===== config.mk =====
export PLATFORM = sky130hd
export DESIGN_NAME = req_encoder_4x2
export DESIGN_NICKNAME = d
export VERILOG_FILES = /design/src/rtl/enc_pkg.sv /design/src/rtl/req_encoder_4x2_lsb_enc.sv /design/src/rtl/req_encoder_4x2.sv
export SDC_FILE = /design/constraint.sdc
export NUM_CORES = 1
export LEC_CHECK = 0
export CAP_MARGIN = 5
export CORE_AREA = 2 2 39 41
export CTS_CLUSTER_DIAMETER = 100
export DETAILED_ROUTE_END_ITERATION = 7
export DIE_AREA = 0 0 41 43
export HOLD_SLACK_MARGIN = 0.08
export REMOVE_ABC_BUFFERS = 1
export SLEW_MARGIN = 10
export SYNTH_ARGS = -nofsm -noshare
export SYNTH_HDL_FRONTEND = slang
export SYNTH_SLANG_ARGS = --single-unit

===== constraint.sdc =====
create_clock -name clk -period 3.4 [get_ports clk]
set_input_delay 0.68 -clock clk [delete_from_list [all_inputs] [get_ports clk]]
set_output_delay 0.68 -clock clk [all_outputs]
set_load 0.03 [all_outputs]

===== src/rtl/enc_pkg.sv =====
// Shared definitions for the request encoder: line count, index width and FSM states.
package enc_pkg;

   localparam int ENC_N = 4;
   localparam int ENC_W = $clog2(ENC_N);

   typedef enum logic {
      IDLE,
      SERVE
   } enc_state_t;

endpackage


===== src/rtl/req_encoder_4x2_lsb_enc.sv =====
// Combinational lowest-set-bit encoder: index of the lowest set bit of vec, plus an any-set flag.
module lsb_enc_4x2
   import enc_pkg::*;
(
   input  logic [ENC_N-1:0] vec,
   output logic [ENC_W-1:0] idx,
   output logic             any
);

   always_comb begin
      // NOTE: every output gets a default before the loop so no path leaves it unassigned (no latch).
      idx = '0;
      any = 1'b0;
      // Scan from the top down so the lowest set bit is the last one written.
      for (int i = ENC_N - 1; i >= 0; i--) begin
         if (vec[i]) begin
            idx = ENC_W'(i);
            any = 1'b1;
         end
      end
   end

endmodule


===== src/rtl/req_encoder_4x2.sv =====
// Sequential 4-to-2 encoder: accepts a multi-hot request vector and emits the index of
// each set bit, lowest first, one per output handshake.
module req_encoder_4x2
   import enc_pkg::*;
(
   input  logic             clk,
   input  logic             rst_n,
   input  logic [ENC_N-1:0] req,
   input  logic             req_valid,
   output logic             req_ready,
   output logic [ENC_W-1:0] y,
   output logic             y_valid,
   input  logic             y_ready,
   output logic [ENC_N-1:0] pend,
   output logic             err_zero
);

   enc_state_t       state_q, state_d;
   logic [ENC_N-1:0] pend_q, pend_d;
   logic [ENC_W-1:0] y_q, y_d;
   logic             err_q, err_d;
   logic             pend_any;

   // y is registered from the encoding of the next pending mask, so it lines up with pend.
   lsb_enc_4x2 u_lsb_enc (
      .vec (pend_d),
      .idx (y_d),
      .any (pend_any)
   );

   always_comb begin
      pend_d = pend_q;
      err_d  = 1'b0;
      case (state_q)
         IDLE: begin
            if (req_valid) begin
               if (req != '0) pend_d = req;
               else           err_d  = 1'b1;
            end
         end
         SERVE: begin
            if (y_ready) pend_d = pend_q & ~(ENC_N'(1) << y_q);
         end
      endcase
   end

   always_comb begin
      state_d = state_q;
      case (state_q)
         IDLE:  if (req_valid && req != '0) state_d = SERVE;
         SERVE: if (!pend_any)              state_d = IDLE;
      endcase
   end

   always_ff @(posedge clk or negedge rst_n) begin
      if (!rst_n) begin
         state_q <= IDLE;
         pend_q  <= '0;
         y_q     <= '0;
         err_q   <= 1'b0;
      end else begin
         // NOTE: state registers use non-blocking assignment so all of them update from the same pre-edge values.
         state_q <= state_d;
         pend_q  <= pend_d;
         y_q     <= y_d;
         err_q   <= err_d;
      end
   end

   assign req_ready = (state_q == IDLE);
   assign y_valid   = (state_q == SERVE);
   assign y         = y_q;
   assign pend      = pend_q;
   assign err_zero  = err_q;

endmodule

# Word-level counts from Yosys, hierarchy flattened
# Index checks and enable logic that the tools add are counted.
[op_classes]
add_sub_neg = 0
n_mul = 0
n_div = 0
order_cmp = 0
eq_ne = 0
shift = 1
muxes = 18
bitwise_logic = 3
reduce_logical = 2
[op_table]
columns = ["operator", "count"]
rows = [
  ["$mux W4", 3],
  ["$mux W1", 9],
  ["$mux W2", 4],
  ["$pmux W4 S2", 1],
  ["$and A4 B4 Y4", 1],
  ["$not A4 Y4", 1],
  ["$reduce_bool A4 Y1", 1],
  ["$shl A1 B2 Y4 const A", 1],
  ["$pmux W1 S2", 1],
  ["$logic_and A1 B1 Y1", 1],
  ["$not A1 Y1", 1],
]
[word_totals]
register_bits = 8
latch_bits = 0
mem_bits_rw = 0
romBits = 0
in_bits = 8
output_inout_bits = 9
word_cells = 28
n_memories = 0

# Longest topological paths before layout
# Gate-level depths: netlist of run 1.
[depth]
ltp_word = 11
depth_mapped = 6
depth_no_buf = 6

# Cells and area by module
# A second synthesis of run 1 with hierarchy kept.
[unflattened]
cells_unflattened = 39
hier_area_um2 = 389.1
[modules_own_cells]
columns = ["mod", "instances", "cells_each", "area_each_um2", "seq_area_each_um2"]
rows = [
  ["req_encoder_4x2", 1, 32, 354.1, 200.2],
  ["lsb_enc_4x2", 1, 7, 35.0, 0.0],
]

# Worst setup path after synthesis of run 1
# Ideal clock, no wire load.
[synth_timing]
path_type = "input port to flip-flop"
startpoint = "input port req[0]"
endpoint = "register y_q[0], in the netlist y[0]"
setup_ns = 0.123
arrival_time_ns = 1.588
required_time_ns = 3.277
path_slack_ns = 1.689
stages = 5
path_buffers = 0
cell_sequence = "o41ai_4 -> a22oi_1 -> o21a_1 -> a21oi_1 -> nor2_1"
[synth_via]
elab_chain_len = 8
[synth_lines]
columns = ["item", "line", "rtl"]
rows = [
  ["start, declared", "req_encoder_4x2.sv:8", "input logic [ENC_N-1:0] req,"],
  ["$reduce_bool A4 Y1", "req_encoder_4x2.sv:37", "if (req != '0) pend_d = req;"],
  ["$mux W4 *", "req_encoder_4x2.sv:37", ""],
  ["$mux W4 *", "req_encoder_4x2.sv:36", "if (req_valid) begin"],
  ["$pmux W4 S2 *", "req_encoder_4x2.sv:34", "case (state_q)"],
  ["$mux W2 (3 in series)", "req_encoder_4x2_lsb_enc.sv:16", "if (vec[i]) begin"],
  ["$mux W2 *", "req_encoder_4x2_lsb_enc.sv:16", ""],
  ["named net u_lsb_enc.idx[0]", "req_encoder_4x2_lsb_enc.sv:6", "output logic [ENC_W-1:0] idx,"],
  ["end signal, assigned", "req_encoder_4x2.sv:65", "y_q <= y_d;"],
  ["end, declared", "req_encoder_4x2.sv:20", "logic [ENC_W-1:0] y_q, y_d;"],
]
# Mark *: on every way through the listed nets, which the timed path passes. The rest lies on a longest branch.

# Worst setup path in the final report of run 1
[layout_timing]
startpoint = "register state_q, in the netlist y_valid"
endpoint = "output port req_ready"
[layout_via]
elab_chain_len = 1
[layout_lines]
columns = ["item", "line", "rtl"]
rows = [
  ["start, declared", "req_encoder_4x2.sv:18", "enc_state_t state_q, state_d;"],
  ["start signal, assigned", "req_encoder_4x2.sv:63", "state_q <= state_d;"],
  ["$not A1 Y1", "-", ""],
  ["end, declared", "req_encoder_4x2.sv:10", "output logic req_ready,"],
]
# No other way between the ends.

==> results of run 1 <==
## metrics by stage
stage                     hold slack, ns  instances  instance area (um^2)  total power (W)
after floorplan                    0.384         34                   407         0.000373
after detailed placement           0.637         66                   587         0.000495
final                              0.647         69                   609         0.000560
after global routing               0.703         69                   609         0.000606
after global placement             0.630         66                   587         0.000492
after CTS                          0.651         69                   609         0.000568
## synthesized netlist by cell type (all sizes together)
library cell	n
o21ai	3
nand2b	1
a22oi	4
nor3	1
o211ai	3
a21oi	2
dfrtp	8
nor4	1
o41ai	1
o21a	1
and3	2
a221oi	1
nor2	2
buf	1
nand2	1
clkinv	1
inv	2
## worst paths after layout
check	end	cells after the start	slack (ns)
setup / recovery	req_ready	2	1.09
hold / removal	pend[1]	2	0.65
setup reg to reg	y_valid	6	2.12
hold reg to reg	pend[1]	2	0.65
max in group asynchronous	y[1]	1	2.41
min in group asynchronous	pend[3]	1	0.71
## registers in the layout, indices dropped and copies added (netlist names)
signal and count:
y 2, pend 4, err_zero 1, y_valid 1
## power breakdown
group / internal [W] / total [W] / switching (W)
clock: 0.0000403 / 0.0000715 / 0.0000312
combinational: 0.000134 / 0.000313 / 0.000179
sequential: 0.000132 / 0.000176 / 0.0000435
## tightest hold or removal path, stage by stage (launching register included)
cell	delay (ns)
dfrtp_1	0.37
o211ai_1	0.13
o21ai_2	0.10
## cells by family after synthesis
| logic type | count (synthesis) | share of synthesized area [%] |
|---|---|---|
| AOI/OAI and AO/OA | 15 | 35.3 |
| buffers and inverters | 4 | 4.25 |
| DFF | 8 | 48.6 |
| and+or+nand+nor | 8 | 11.9 |
## area by class of cell
type / instances / share of cell area (%)
Sequential cell: 8 / 32.9
Multi-Input combinational cell: 23 / 31.8
Clock buffer: 3 / 3.70
Tap cell: 16 / 3.29
Timing Repair Buffer: 16 / 26.3
Inverter: 3 / 2.05
## routing by layer
metal | track usage, % | vias up | part of all wire (%)
met1 | 13.0 | 155 | 38
met5 | 0 | - | 0
met2 | 20.6 | 16 | 52
li1 | - | 171 | -
met4 | 8.00 | 0 | 1.5
met3 | 6.28 | 2 | 8.4
==> metrics.md, run 1 <==
| Metric | Value |
|---|---|
| Relative slew slack | `71.7%` |
| Initial antenna violation count | `0` |
| Drc violations | `0` |
| Buf/Inv on CP | `2` |
| # IOs | `17` |
| Placer Congestion | `0.695` |
| Row count | `14` |
| Slowest cell on the critical path | `clkdlybuf4s50_1` |
| Period minus WS final | `2.31 ns` |
| Final Max Slew Viols | `0` |
| Warning count from the yosys run | `0` |
| Final Setup Violations | `0` |
| Sequential cell area | `200 um^2` |
| Die width | `41 um` |
| Clock sinks | `8` |
| Clk pin slew, worst setup/hold paths | `0.05 ns` |
| Distinct cells, synth | `22` |
| Vias in the first global route | `358` |
| Setup WS pre-CTS | `1.07 ns` |
| Crit Path Max Fanout | `11` |
| Fmax | `0.433 GHz` |
| WP data required | `2.72 ns` |
| Max-cap violation count | `0` |
| Die Span Y | `43 um` |
| Worst-margin pin slew | `0.425 ns` |
| Clock Path Buffers | `2` |
| Peak VDD IR | `0.239 mV` |
| DR vias/cell | `4.99` |
| CTS H-tree depth | `1` |
| Pin count of the biggest net entering global routing | `12` |
| Mapped Area | `412 um^2` |
| Post-DP HPWL | `707 um` |
| Worst Setup SP | `y_valid` |
| Lkg Pwr | `0.248 nW` |
| Die ar. | `1760 um^2` |
| CTS Buf Count | `3` |
| CTS Root Buffer Type | `clkbuf_4` |
| Final nets | `63` |
| Setup TNS | `0 ns` |
| Antenna Cells | `0` |
| CP cell instances | `inv_1 -> clkdlybuf4s50_1` |
| Hold Buf Count CTS | `0` |
| First-pass GRT wire length | `1460 um` |
| Share of the synthesized area in the top cell type | `48.6%` |
| Total GRT Usage | `13.1%` |
| Cells after synthesis | `35` |
| Initial Util | `29.7%` |
| CP top delay family | `buffers and inverters` |
| Tcrit/Tclk final | `68.0%` |
| Synth Area per Inst | `11.8 um^2` |
| Synth area leaders | `dfrtp_1, o41ai_4, a22oi_1` |
| TritonCTS clock tree | `done` |
| Commonest non-fill, non-tap cells in the layout | `clkdlybuf4s50_1, dfrtp_1, a22oi_1, o211ai_1, clkbuf_4` |
| CP startpoint kind | `flop` |
| FF+latch count, synth | `8` |
| Cell taking the most area after synthesis | `dfrtp_1` |
| Total detailed-routing wirelength | `904 um` |
| Post-cts sizing count | `0` |
| Via count | `344` |
| CP endpoint kind | `primary output` |
| Post-route ant nets | `0` |
| Grt ovf | `0` |
| RR Startpoint | `y[0]` |
| Worst setup margin | `1.09 ns` |
| Final hold viol count | `0` |
| Worst Setup Path Type | `flop to primary output` |
| Port bufs | `16` |
| Worst hold start | `pend[1]` |
| Hold Path Class | `flop to flop` |
| Clk_skew | `0.00639 ns` |
| Critical Path AT | `1.63 ns` |
| Post-CTS setup buffer count | `0` |
| First drt pass iteration count | `5` |
| Footprint of the multi-input gates | `194 um^2` |
| Fill count | `140` |
| Unrepaired setup endpoints after global routing | `false` |
| Layout cells sized above 1 | `20.8%` |
| Status | `finished clean` |
| Most common cell after layout, fill and taps aside | `clkdlybuf4s50_1` |
| Power Dens Cells | `919 nW/um^2` |
| Worst skew pair latency | `0.26 ns` |
| DR iter-0 viols | `1` |
| Final core occ | `44.0%` |
| Crit-path max cell delay | `0.68 ns` |
| Sequential fraction of the synthesis area | `48.6%` |
| Wire per inst | `13.1 um` |
| Core box area | `1380 um^2` |
| Layout area overhead | `48.0%` |
Power figures use the tool's default switching activity.
==> run 2: changes to the inputs <==
clock period = 2.06 ns   (was 3.4 ns; I/O delays follow)
==> run 2 against run 1 <==
Clock skew shrank 0.0036 ns. Routed wire length grew 7.5%. Largest cell class unchanged. Combinational power rose by 82%. Global-route usage grew 0.22 points. Critical path depth did not move.
==> metrics.md, run 2 (synthesis gave the netlist of run 1 again) <==
| Metric | Value |
|---|---|
| Status | `finished clean` |
| Antenna Cells | `0` |
| Hold Path Class | `input port to async pin` |
| Sequential cell area | `200 um^2` |
| Final Setup Violations | `0` |
| Relative slew slack | `73.6%` |
| CTS H-tree depth | `1` |
| Vias in the first global route | `366` |
| Unrepaired setup endpoints after global routing | `false` |
| Setup TNS | `0 ns` |
| Power Dens Cells | `1500 nW/um^2` |
| Clk_skew | `0.00280 ns` |
| Tcrit/Tclk final | `90.9%` |
| FF-to-FF End | `y_valid` |
| CTS Root Buffer Type | `clkbuf_4` |
| RR Startpoint | `y[0]` |
| Post-route ant nets | `0` |
| First-pass GRT wire length | `1540 um` |
| Worst skew pair latency | `0.25 ns` |
| Post-DP HPWL | `785 um` |
| Commonest non-fill, non-tap cells in the layout | `clkdlybuf4s50_1, dfrtp_1` |
| Crit Path Max Fanout | `10` |
| Fmax | `0.534 GHz` |
| TritonCTS clock tree | `done` |
| CP startpoint kind | `flop` |
| Via count | `358` |
| Core box area | `1380 um^2` |
| Most common cell after layout, fill and taps aside | `clkdlybuf4s50_1` |
| Total power | `0.000945 W` |
| Row count | `14` |
| Peak VDD IR | `0.490 mV` |
| Final nets | `66` |
| Total GRT Usage | `13.3%` |
| Footprint of the multi-input gates | `194 um^2` |
| Final hold viol count | `0` |
| Clock sinks | `8` |
| Total detailed-routing wirelength | `972 um` |
| Setup WS pre-CTS | `0.0295 ns` |
| Die width | `41 um` |
| Critical Path AT | `1.46 ns` |
| Period minus WS final | `1.87 ns` |
| Layout area overhead | `53.5%` |
| CP endpoint kind | `primary output` |
| Initial Util | `29.7%` |
| # IOs | `17` |
| Port bufs | `16` |
| Hold Buf Count CTS | `0` |
| Worst setup margin | `0.187 ns` |
| Final Max Slew Viols | `0` |
| DR iter-0 viols | `7` |
| Worst Setup Path Type | `flop to primary output` |
| Die Span Y | `43 um` |
| Max-cap violation count | `0` |
| Lkg Pwr | `0.262 nW` |
| Reg2Reg Depth | `6` |
| Drc violations | `0` |
| Pin count of the biggest net entering global routing | `11` |
| Clock Path Buffers | `2` |
| Layout cells sized above 1 | `25.0%` |
| Placer Congestion | `0.707` |
| Max reg flops | `4` |
| Worst-margin pin slew | `0.394 ns` |
| Die ar. | `1760 um^2` |
| CTS Buf Count | `3` |
| Post-CTS setup buffer count | `0` |
| DR vias/cell | `4.97` |
| Wire per inst | `13.5 um` |
| First drt pass iteration count | `3` |
| Initial antenna violation count | `0` |
| Fill count | `159` |
| Post-cts sizing count | `0` |
| Clk pin slew, worst setup/hold paths | `0.05 ns` |
| WP data required | `1.65 ns` |
| R2r setup slk | `0.77 ns` |
| Grt ovf | `0` |
run 2: changes by cell type in the layout (fill, tap and decap cells not counted):
cell	delta
buf_4	+3
run 2: how the worst max path moves through the flow:
stage / startpoint / end / slack [ns] / depth (start not counted)
2_1_floorplan: req[0] / y[0] / 0.62 / 5
3_3_place_gp: req[0] / y[0] / 0.05 / 6
3_5_place_dp: req[0] / y[0] / 0.03 / 6
4_1_cts: y_valid / y_valid / 0.17 / 2
5_1_grt: y_valid / y_valid / 0.12 / 2
6_report: y_valid / y_valid / 0.19 / 2
run 2: worst max-delay path, cell delays in order (launching register included):
cell             delay, ns
dfrtp_1               0.34
buf_4                 0.18
clkdlybuf4s50_1       0.69
run 2: metal layers:
metal,wire length (um),global-route usage (%),part of all wire [%]
met5,0,0,0
met4,12,10.0,1.2
met3,73,3.14,7.5
met2,484,18.8,50
met1,402,16.7,41
run 2: final cells by class:
cell class,instances,area share (%)
Clock buffer,3,3.56
Inverter,3,1.98
Sequential cell,8,31.7
Tap cell,16,3.17
Multi-Input combinational cell,23,30.7
Timing Repair Buffer,19,28.9
run 2: where the power goes:
group / leakage [nW] / switching, W / internal (W)
logic: 0.147 / 0.000334 / 0.000237
registers: 0.101 / 0.0000406 / 0.000218
clock network: 0.0138 / 0.0000495 / 0.0000664
total: 0.262 / 0.000424 / 0.000521
run 2: stage by stage:
stage,hold WS (ns),cells,utilization [%],instance area [um^2]
2_1_floorplan,0.116,34,-,407
3_3_place_gp,0.582,69,44.0,609
3_5_place_dp,0.586,69,44.0,609
4_1_cts,0.463,72,45.7,632
5_1_grt,0.475,72,45.7,632
6_report,0.456,72,45.7,632
